## src/rtl/seg_defs_pkg.sv

```systemverilog
// Shared seven-segment definitions: segment bit order, hex glyphs and blink states.
// Imported by the decoder and by the scan controller.
package seg_defs;

  localparam int SEG_A = 0;
  localparam int SEG_B = 1;
  localparam int SEG_C = 2;
  localparam int SEG_D = 3;
  localparam int SEG_E = 4;
  localparam int SEG_F = 5;
  localparam int SEG_G = 6;

  // Active-high glyphs in {g,f,e,d,c,b,a} order.
  localparam logic [6:0] HEX_0 = 7'h3F;
  localparam logic [6:0] HEX_1 = 7'h06;
  localparam logic [6:0] HEX_2 = 7'h5B;
  localparam logic [6:0] HEX_3 = 7'h4F;
  localparam logic [6:0] HEX_4 = 7'h66;
  localparam logic [6:0] HEX_5 = 7'h6D;
  localparam logic [6:0] HEX_6 = 7'h7D;
  localparam logic [6:0] HEX_7 = 7'h07;
  localparam logic [6:0] HEX_8 = 7'h7F;
  localparam logic [6:0] HEX_9 = 7'h6F;
  localparam logic [6:0] HEX_A = 7'h77;
  localparam logic [6:0] HEX_B = 7'h7C;
  localparam logic [6:0] HEX_C = 7'h39;
  localparam logic [6:0] HEX_D = 7'h5E;
  localparam logic [6:0] HEX_E = 7'h79;
  localparam logic [6:0] HEX_F = 7'h71;

  localparam logic [6:0] SEG_BLANK = 7'h00;

  typedef enum logic {
    HIDDEN  = 1'b0,
    VISIBLE = 1'b1
  } blink_state_e;

endpackage

```

## src/rtl/seg_scan_controller_if.sv

```systemverilog
// Bundle between the game/clock logic (master) and the display scan controller (slave).
// Width of digit_idx follows the number of digits, never below one bit.
interface seg_scan_if #(
  parameter int NUM_DIGITS = 4
);
  localparam int IDX_W = (NUM_DIGITS > 1) ? $clog2(NUM_DIGITS) : 1;

  logic [4*NUM_DIGITS-1:0] digits;
  logic [NUM_DIGITS-1:0]   blink_mask;
  logic [NUM_DIGITS-1:0]   dp_mask;
  logic                    enable;
  logic                    blink_restart;
  logic [NUM_DIGITS-1:0]   an;
  logic [6:0]              seg;
  logic                    dp;
  logic [IDX_W-1:0]        digit_idx;
  logic                    blink_on;

  modport master (
    output digits, blink_mask, dp_mask, enable, blink_restart,
    input  an, seg, dp, digit_idx, blink_on
  );

  modport slave (
    input  digits, blink_mask, dp_mask, enable, blink_restart,
    output an, seg, dp, digit_idx, blink_on
  );

endinterface

```

## src/rtl/hex_to_7seg.sv

```systemverilog
// Combinational nibble to seven-segment decode, active-high, {g,f,e,d,c,b,a}.
module hex_to_7seg
  import seg_defs::*;
(
  input  logic [3:0] hex_i,
  output logic [6:0] seg_o
);

  always_comb begin
    seg_o = SEG_BLANK;
    case (hex_i)
      4'h0: seg_o = HEX_0;
      4'h1: seg_o = HEX_1;
      4'h2: seg_o = HEX_2;
      4'h3: seg_o = HEX_3;
      4'h4: seg_o = HEX_4;
      4'h5: seg_o = HEX_5;
      4'h6: seg_o = HEX_6;
      4'h7: seg_o = HEX_7;
      4'h8: seg_o = HEX_8;
      4'h9: seg_o = HEX_9;
      4'hA: seg_o = HEX_A;
      4'hB: seg_o = HEX_B;
      4'hC: seg_o = HEX_C;
      4'hD: seg_o = HEX_D;
      4'hE: seg_o = HEX_E;
      4'hF: seg_o = HEX_F;
      default: seg_o = SEG_BLANK;
    endcase
  end

endmodule

```

## src/rtl/seg_scan_controller.sv

```systemverilog
// Multiplexed N-digit seven-segment driver with per-digit blink and decimal point masks.
// Counters keep running while blanked so the scan and blink phase never lose position.
module seg_scan_controller
  import seg_defs::*;
#(
  parameter int NUM_DIGITS  = 4,
  parameter int REFRESH_DIV = 50000,
  parameter int BLINK_DIV   = 25000000,
  parameter int ACTIVE_LOW  = 1
) (
  input logic       clk,
  input logic       rst,
  seg_scan_if.slave scan_if
);

  localparam int   IDX_W  = (NUM_DIGITS > 1) ? $clog2(NUM_DIGITS) : 1;
  localparam int   RCNT_W = $clog2(REFRESH_DIV);
  localparam int   BCNT_W = $clog2(BLINK_DIV);
  localparam logic POL    = (ACTIVE_LOW != 0);

  logic [RCNT_W-1:0]     rcnt_q, rcnt_d;
  logic [IDX_W-1:0]      idx_q, idx_d;
  logic [BCNT_W-1:0]     bcnt_q, bcnt_d;
  blink_state_e          blink_q, blink_d;
  logic [NUM_DIGITS-1:0] an_q, an_d;
  logic [6:0]            seg_q, seg_d;
  logic                  dp_q, dp_d;

  logic [3:0]            nibble;
  logic [6:0]            glyph;
  logic                  visible;
  logic [NUM_DIGITS-1:0] onehot;

  hex_to_7seg u_dec (
    .hex_i (nibble),
    .seg_o (glyph)
  );

  always_ff @(posedge clk or posedge rst) begin
    if (rst) begin
      rcnt_q  <= '0;
      idx_q   <= '0;
      bcnt_q  <= '0;
      blink_q <= VISIBLE;
      an_q    <= {NUM_DIGITS{POL}};
      seg_q   <= {7{POL}};
      dp_q    <= POL;
    end else begin
      rcnt_q  <= rcnt_d;
      idx_q   <= idx_d;
      bcnt_q  <= bcnt_d;
      blink_q <= blink_d;
      an_q    <= an_d;
      seg_q   <= seg_d;
      dp_q    <= dp_d;
    end
  end

  always_comb begin
    rcnt_d = rcnt_q + RCNT_W'(1);
    idx_d  = idx_q;
    if (rcnt_q == RCNT_W'(REFRESH_DIV - 1)) begin
      rcnt_d = '0;
      idx_d  = (idx_q == IDX_W'(NUM_DIGITS - 1)) ? '0 : idx_q + IDX_W'(1);
    end
  end

  // A restart pulse wins over a terminal-count toggle in the same cycle.
  always_comb begin
    bcnt_d  = bcnt_q + BCNT_W'(1);
    blink_d = blink_q;
    if (scan_if.blink_restart) begin
      bcnt_d  = '0;
      blink_d = VISIBLE;
    end else if (bcnt_q == BCNT_W'(BLINK_DIV - 1)) begin
      bcnt_d  = '0;
      blink_d = (blink_q == VISIBLE) ? HIDDEN : VISIBLE;
    end
  end

  // Build the active-high image first, then flip once for the board polarity.
  always_comb begin
    nibble  = scan_if.digits[4*idx_q +: 4];
    visible = scan_if.enable && !(scan_if.blink_mask[idx_q] && (blink_q == HIDDEN));
    onehot  = '0;
    if (visible) begin
      onehot[idx_q] = 1'b1;
    end
    an_d = onehot ^ {NUM_DIGITS{POL}};
    seg_d = (visible ? glyph : SEG_BLANK) ^ {7{POL}};
    dp_d  = (visible && scan_if.dp_mask[idx_q]) ^ POL;
  end

  assign scan_if.an        = an_q;
  assign scan_if.seg       = seg_q;
  assign scan_if.dp        = dp_q;
  assign scan_if.digit_idx = idx_q;
  assign scan_if.blink_on  = (blink_q == VISIBLE);

endmodule

```

## src/flat_wrapper.sv

```systemverilog
// flat-port wrapper written by rule: the top's interface ports become plain ports
module seg_scan_controller_flat import seg_defs::*;
#(
  parameter int NUM_DIGITS  = 4,
  parameter int REFRESH_DIV = 50000,
  parameter int BLINK_DIV   = 25000000,
  parameter int ACTIVE_LOW  = 1
)
  (clk, rst, scan_if_digits, scan_if_blink_mask, scan_if_dp_mask, scan_if_enable, scan_if_blink_restart, scan_if_an, scan_if_seg, scan_if_dp, scan_if_digit_idx, scan_if_blink_on);
  seg_scan_if #(.NUM_DIGITS(NUM_DIGITS)) scan_if_i ();
  input logic clk;
  input logic rst;
  input wire logic [$bits(scan_if_i.digits)-1:0] scan_if_digits;
  input wire logic [$bits(scan_if_i.blink_mask)-1:0] scan_if_blink_mask;
  input wire logic [$bits(scan_if_i.dp_mask)-1:0] scan_if_dp_mask;
  input wire logic [$bits(scan_if_i.enable)-1:0] scan_if_enable;
  input wire logic [$bits(scan_if_i.blink_restart)-1:0] scan_if_blink_restart;
  output wire logic [$bits(scan_if_i.an)-1:0] scan_if_an;
  output wire logic [$bits(scan_if_i.seg)-1:0] scan_if_seg;
  output wire logic [$bits(scan_if_i.dp)-1:0] scan_if_dp;
  output wire logic [$bits(scan_if_i.digit_idx)-1:0] scan_if_digit_idx;
  output wire logic [$bits(scan_if_i.blink_on)-1:0] scan_if_blink_on;
  assign scan_if_i.digits = scan_if_digits;
  assign scan_if_i.blink_mask = scan_if_blink_mask;
  assign scan_if_i.dp_mask = scan_if_dp_mask;
  assign scan_if_i.enable = scan_if_enable;
  assign scan_if_i.blink_restart = scan_if_blink_restart;
  assign scan_if_an = scan_if_i.an;
  assign scan_if_seg = scan_if_i.seg;
  assign scan_if_dp = scan_if_i.dp;
  assign scan_if_digit_idx = scan_if_i.digit_idx;
  assign scan_if_blink_on = scan_if_i.blink_on;
  seg_scan_controller #(.NUM_DIGITS(NUM_DIGITS), .REFRESH_DIV(REFRESH_DIV), .BLINK_DIV(BLINK_DIV), .ACTIVE_LOW(ACTIVE_LOW)) u_core (.clk(clk), .rst(rst), .scan_if(scan_if_i));
endmodule
```

## config.mk

```make
export PLATFORM = sky130hd
export DESIGN_NAME = seg_scan_controller_flat
export DESIGN_NICKNAME = d
export VERILOG_FILES = /design/src/rtl/seg_defs_pkg.sv /design/src/rtl/seg_scan_controller_if.sv /design/src/rtl/hex_to_7seg.sv /design/src/rtl/seg_scan_controller.sv /design/src/flat_wrapper.sv
export SDC_FILE = /design/constraint.sdc
export NUM_CORES = 1
export LEC_CHECK = 0
export BUFFER_PORTS_ARGS = -buffer_cell sky130_fd_sc_hd__buf_4
export CAP_MARGIN = 20
export CORE_UTILIZATION = 52
export DETAILED_ROUTE_END_ITERATION = 8
export GPL_TIMING_DRIVEN = 0
export PLACE_DENSITY = 0.76
export SYNTH_ARGS = -nofsm -noshare
export SYNTH_HDL_FRONTEND = slang
export SYNTH_SLANG_ARGS = --single-unit
```

## constraint.sdc

```tcl
create_clock -name clk -period 2 [get_ports clk]
set_clock_uncertainty 0.1 [all_clocks]
set_input_delay 0.4 -clock clk [delete_from_list [all_inputs] [get_ports clk]]
set_output_delay 0.4 -clock clk [all_outputs]
set_load 0.1 [all_outputs]
```

== Word-level counts from Yosys, hierarchy flattened ==
Memory sizes are Yosys's and may differ from the RTL's.
Index checks and enable logic that the tools add are counted.

* Add/subtract/negate cells: 3
* Multiply operators: 0
* Divide/modulo/power cells: 0
* Magnitude comparators: 2
* Equality and inequality tests: 3
* Shifts and indexed selects: 1
* Mux-type cells: 15
* Bitwise gates (word level): 4
* Reduce and logical (&&, ||, !) cells: 6

{| class="wikitable"
|+ Operators with widths
! kind !! count
|-
| two-way mux 25 bit || 2
|-
| adder 25 x 1 -> 25 bit, second input constant || 1
|-
| == test 25 bit, second input constant || 1
|-
| adder 16 x 1 -> 16 bit, second input constant || 1
|-
| == test 16 bit, second input constant || 1
|-
| two-way mux 16 bit || 1
|-
| variable part select 16 x 5 -> 4 bit || 1
|-
| two-way mux 7 bit || 1
|-
| NOT 7 bit || 1
|-
| two-way mux 1 bit || 6
|-
| binary-select mux 1 bit (select 2 bit) || 2
|-
| logical AND 1 bit || 4
|-
| two-way mux 4 bit || 1
|-
| NOT 4 bit || 1
|-
| < comparator 2 x 3 -> 1 bit, second input constant || 1
|-
| adder 2 x 1 -> 2 bit, second input constant || 1
|-
| demux 1 bit (select 2 bit) || 1
|-
| == test 2 bit, second input constant || 1
|-
| greater-or-equal comparator 2 x 1 -> 1 bit, second input constant || 1
|-
| two-way mux 2 bit || 1
|-
| NOT 1 bit || 2
|-
| nonzero test 2 bit || 1
|-
| logical NOT 1 bit || 1
|}

* Flip-flop bits (word level): 56
* Bits in latches: 0
* Memory bits (writable): 0
* Bits in read-only memories: 112
* Input port bits: 28
* Output and inout port bits: 15
* Word-level logic and storage cells: 42
* Memories kept: 1

{| class="wikitable"
|+ Memory list
! name !! depth !! width !! rd ports !! clocked after memory_dff !! write ports !! RTL line !! RTL
|-
| (name not given) || 16 || 7 || 1 || 0 || 0 || hex_to_7seg.sv:11 || <nowiki>case (hex_i)</nowiki>
|}

== Depth between registers and ports, before layout ==
* Depth after elaboration: 7
* Mapped depth: 7
* Gate-level depth less buffers: 6

== Cells and area by module ==
Synthesis repeated with hierarchy kept, for this count alone.

* Cell total of the unflattened synthesis: 290
* Area, all modules: 3005.4 µm²

{| class="wikitable"
|+ Modules (own cells, without submodules)
! module !! times used !! cells an instance !! area an instance (µm²)
|-
| seg_scan_controller || 1 || 257 || 2715.1
|-
| hex_to_7seg || 1 || 33 || 290.3
|}

== Least setup slack after synthesis ==
Ideal clock, no wire load.

* Kind: register -> register
* Start point: reg u_core.idx_q[0], in the netlist u_core.scan_if.digit_idx[0]
* End point: reg u_core.seg_q[3], in the netlist u_core.scan_if.seg[3]
* Library setup time: 0.082 ns
* Arrival: 2.480 ns
* Slack: -0.662 ns
* Cell stages (with the launch flop): 8
* Path buffers: 1
* Cells stage by stage: dfrtp_1 > buf_2 > mux4_2 > inv_1 > ha_1 > nand2_1 > o211ai_1 > o211ai_1

* Longest elaborated chain between the ends: 7
* Elaborated cells between the ends (all ways): 9
* Those cells by class: shift (1); mux (3); bitwise (1); reduce/logical (3); memory (1)

{| class="wikitable"
|+ Ends and longest elaborated chain
! what !! RTL line !! RTL
|-
| from (decl) || seg_scan_controller.sv:22 || <nowiki>logic [IDX_W-1:0] idx_q, idx_d;</nowiki>
|-
| from (signal assigned) || seg_scan_controller.sv:50 || <nowiki>idx_q <= idx_d;</nowiki>
|-
| branches (longest 5 deep; another with memory (16 x 7 bit)) || - ||
|-
| two-way mux 7 bit * || seg_scan_controller.sv:90 || <nowiki>seg_d = (visible ? glyph : SEG_BLANK) ^ {7{POL}};</nowiki>
|-
| NOT 7 bit (no source line) * || - ||
|-
| net u_core.seg_d[3] || seg_scan_controller.sv:26 || <nowiki>logic [6:0] seg_q, seg_d;</nowiki>
|-
| to (signal assigned) || seg_scan_controller.sv:46 || <nowiki>seg_q <= {7{POL}};</nowiki>
|-
| to (signal assigned) || seg_scan_controller.sv:54 || <nowiki>seg_q <= seg_d;</nowiki>
|-
| to (decl) || seg_scan_controller.sv:26 ||
|}

Mark *: on every way through the listed nets, which the timed path passes. The select of a mux whose other input is x is not followed.
A chain may end at the register's enable or synchronous reset.

== Worst setup path after layout ==
* Start point: reg u_core.bcnt_q[0]
* End point: reg u_core.bcnt_q[24]

* Longest elaborated chain between the ends: 3
* Elaborated cells between the ends (all ways): 4
* Those cells by class: add/sub (1); eq/ne (1); mux (2)

{| class="wikitable"
|+ Ends and longest elaborated chain
! what !! RTL line !! RTL
|-
| from (decl) || seg_scan_controller.sv:23 || <nowiki>logic [BCNT_W-1:0] bcnt_q, bcnt_d;</nowiki>
|-
| from (signal assigned) || seg_scan_controller.sv:51 || <nowiki>bcnt_q <= bcnt_d;</nowiki>
|-
| adder 25 x 1 -> 25 bit or == test 25 bit (tied branches) || seg_scan_controller.sv:70, seg_scan_controller.sv:75 ||
|-
| two-way mux 25 bit * || seg_scan_controller.sv:75 || <nowiki>end else if (bcnt_q == BCNT_W'(BLINK_DIV - 1)) begin</nowiki>
|-
| two-way mux 25 bit * || seg_scan_controller.sv:72 || <nowiki>if (scan_if.blink_restart) begin</nowiki>
|-
| net u_core.bcnt_d[24] || seg_scan_controller.sv:23 ||
|}

The timed path passes the listed nets; every way through them passes the cells marked *.

==> flow_summary.toml <==
[power]
p_leak_nw = 1.63
seq_power_share_pct = 55.3
ir_drop_mv = 0.417
netSwitchingPower_uw = 558
clkPwrFrac_pct = 29.6
comb_power_share_pct = 15.1
power.density_mw_per_mm2 = 549
p_sw_share_pct = 26.3
p_int_mw = 1.56

[logic_synthesis]
yosysUniqueCellTypes = 43
synthAdderAreaFrac_pct = 4.95
async_reset_ff_share_pct = 100
synth_edf_count = 0
synth_top_area_share_pct = 35.5
synthesis.nets = 327
yosysWarnings = 0
ys_dominant_reg_cell = "dfrtp_1"
synth_top_family_by_area = "simple AND/OR/NAND/NOR gates"
ys_seq_area_share_pct = 46.8
synth_top_cells_by_area = "dfrtp_1 (36%), dfstp_2 (11%), ha_1 (5.0%), mux4_2 (4.5%), xnor2_1 (4.3%)"
synth_mux_area_share_pct = 8.51
synth_top_area_cell = "dfrtp_1"
ys_ff_latch = 56
syn_avg_cell_area_um2 = 10.6
synth_area_mm2 = 0.00303
synth_compound_area_share_pct = 7.72
syn_inst = 287
synth-simple-area-share_pct = 20.7
synth-xor-area-share_pct = 8.38

[setup_path]
reg2reg_to = "u_core.bcnt_q[24]$_DFF_PP0_"
cp-start-kind = "flop"
path_buf_inv = 1
crit_path_max_fanout = 6
worstPathRequired_ns = 2.14
crit_family = "simple AND/OR/NAND/NOR gates"
path_class = "flop to flop"
critPathMaxStageDelay_ns = 0.49
worstReg2RegStart = "u_core.bcnt_q[0]$_DFF_PP0_"
end_kind = "flop"
worstPathArrival_ns = 2.12
r2r_slack_ns = 0.02
crit_slowest_cell = "or4_4"
r2r_cells = 6
cp_cell_sequence = "ha_4, nand2_4, or4_4, buf_6, or3_4, a21oi_2"

[job]
max_cap_viol_count = 0

[floorplanning]
start_util_pct = 54.4
fp-row-count = 27
core_area_mm2 = 0.00557
pin_count = 43
dieArea_mm2 = 0.00614
dieHeight_um = 78.3
die_w_um = 78.3

[clocking]
clk_root_buffer_cell = "clkbuf_8"
clock_latency_ns = 0.31
numCtsBuffers = 5
cts_tree = "yes"
cts_num_sinks = 56
clk_path_buf_depth = 2
cts_max_level = 2
clk_pin_slew_ns = 0.09

[global_route]
grt_max_degree = 45
grt_overflow = 0
grt_util_all_layers_pct = 22.4
grt_pass1_wl_um = 10700
antenna_found_initial = 0
grt_pass1_vias = 2287

[routing]
routed_via_density = 5.54
firstDrtPassIters = 4
post-route-drc-count = 0
num_vias = 2361
wl_per_cell_um = 15.3
drt_iter0_drc = 144
antenna_left = 0
wirelength_um = 6510

[placed_design]
gp_congestion = 0.858
placed_cells_incl_taps = 402
dpl_cell_area_mm2 = 0.00350
dp_slack_ns = -0.218
io_buffers = 42
hpwl_um = 4510

[layout]
final_cell_mix = "buf_4 (57), dfrtp_1 (33), nor2_1 (28), nand2_1 (23), xnor2_1 (15)"
synthToLayoutAreaGrowth_pct = 27.5
layout-drive-gt1-share_pct = 37.9
final_area_mm2 = 0.00386
fin_cells = 426
mostFrequentLayoutCell = "buf_4"
antenna_cells = 0
nets = 393

[sta]
tightest_slew_ns = 0.326
setup_ws_ns = 0.0235
period_needed_ns = 1.98
hold_viol_final = 0
whs_ns = 0.166
setup_viol = 0
maxSlewHeadroom_pct = 78.1
fmax_ghz = 0.506
rsz0062_at_grt = "yes"
slew_violations = 0
post-route-period-util_pct = 98.8

[worst_hold_path]
min_path_cells = 2
min_from = "scan_if_blink_restart"
min_to = "u_core.bcnt_q[2]$_DFF_PP0_"
hp-class = "input port to flop"

[run_status]
status = "complete, no violations"
## worst register-to-register path, delay by kind of cell, from the launching register on
kind / cells / cell delay [ns]
AND/OR/NAND/NOR: 3 / 0.92
flip-flops: 1 / 0.42
adder cells (fa/ha/maj): 1 / 0.18
buffers and inverters: 1 / 0.15
AO/OA/AOI/OAI: 1 / 0.14
## power by group through the flow
| stage | combinational [mW] | sequential, mW | clock, mW |
|---|---|---|---|
| after floorplan | 0.0991 | 1.29 | 0 |
| after global placement | 0.289 | 1.19 | 0 |
| after detailed placement | 0.298 | 1.19 | 0 |
| after CTS | 0.315 | 1.17 | 0.650 |
| after global routing | 0.343 | 1.17 | 0.699 |
| final | 0.320 | 1.17 | 0.627 |
## how the worst max path moves through the flow
stage                                                  from                                      end  cells past startpoint
CTS                              u_core.bcnt_q[1]$_DFF_PP0_              u_core.bcnt_q[24]$_DFF_PP0_                      6
detailed placement               u_core.bcnt_q[0]$_DFF_PP0_               u_core.bcnt_q[3]$_DFF_PP0_                      6
global route                     u_core.bcnt_q[9]$_DFF_PP0_              u_core.bcnt_q[22]$_DFF_PP0_                      6
floorplan           u_core.scan_if.digit_idx[0]$_DFFE_PP0N_          u_core.scan_if.seg[3]$_DFF_PP1_                      7
global placement                                        rst  u_core.scan_if.digit_idx[1]$_DFFE_PP0N_                      2
finish                           u_core.bcnt_q[0]$_DFF_PP0_              u_core.bcnt_q[24]$_DFF_PP0_                      6
## stage by stage
| stage | setup TNS (ns) | power, mW | utilization [%] |
|---|---|---|---|
| 6_report | 0 | 2.12 | 69.3 |
| 5_1_grt | -0.277 | 2.22 | 69.3 |
| 4_1_cts | 0 | 2.14 | 66.2 |
| 3_5_place_dp | -4.24 | 1.49 | 62.7 |
| 3_3_place_gp | -26.50 | 1.48 | 62.4 |
| 2_1_floorplan | -1.20 | 1.39 | - |
## registers in the layout, indices dropped and copies added (netlist names)
name                      count
u_core.bcnt_q                25
u_core.rcnt_q                16
u_core.scan_if.seg            7
u_core.scan_if.an             4
u_core.scan_if.digit_idx      2
u_core.scan_if.blink_on       1
u_core.scan_if.dp             1
## kinds of logic after synthesis
logic type,after synthesis
AO/OA/AOI/OAI,36
flip-flops,56
XOR/XNOR,29
AND/OR/NAND/NOR,116
multiplexers,18
adder cells (fa/ha/maj),12
buffers and inverters,20
## cell usage after synthesis, types with 2 or more instances
cell and count:
dfrtp_1 43, nor2_1 28, nand2_1 24, xnor2_1 15, xor2_1 14, dfstp_2 13, ha_1 12, inv_1 11
a21oi_1 10, mux2i_1 10, nand3_1 9, nor3_1 9, nand4_1 8, o21ai_0 8, o31ai_1 7, or3_1 7
buf_2 6, mux4_2 6, or4_1 6, nor4_1 5, and2_1 3, nor4bb_1 3, o211ai_1 3, o221ai_1 3
and3_1 2, and4_1 2, clkbuf_1 2, mux2_2 2, nand4_2 2
## per-layer routing
| metal | global-route usage [%] | vias up | wire, um |
|---|---|---|---|
| met5 | 0 | - | 0 |
| met3 | 4.77 | 8 | 179 |
| met1 | 29.2 | 1159 | 2910 |
| met2 | 37.7 | 35 | 3330 |
| met4 | 6.67 | 0 | 94 |
| li1 | - | 1159 | - |
## final cells by class
class / instances / area [um2]
well taps: 72 / 90.1
multi-input cells: 211 / 1650
fillers: 434 / 1710
repair buffers: 60 / 477
flip-flops and latches: 56 / 1430
inverters: 11 / 50.0
clock buffers: 8 / 90.1
plain buffers: 8 / 73.8
## what timing repair did
action                     CTS  global route
hold endpoints to repair    12             0
hold buffers                 1             0
pin swaps                    2            11
gates resized for setup     18            29
setup buffers                2            15
setup endpoints to repair   26            41
Note: power is estimated with default switching activity, not from simulation.
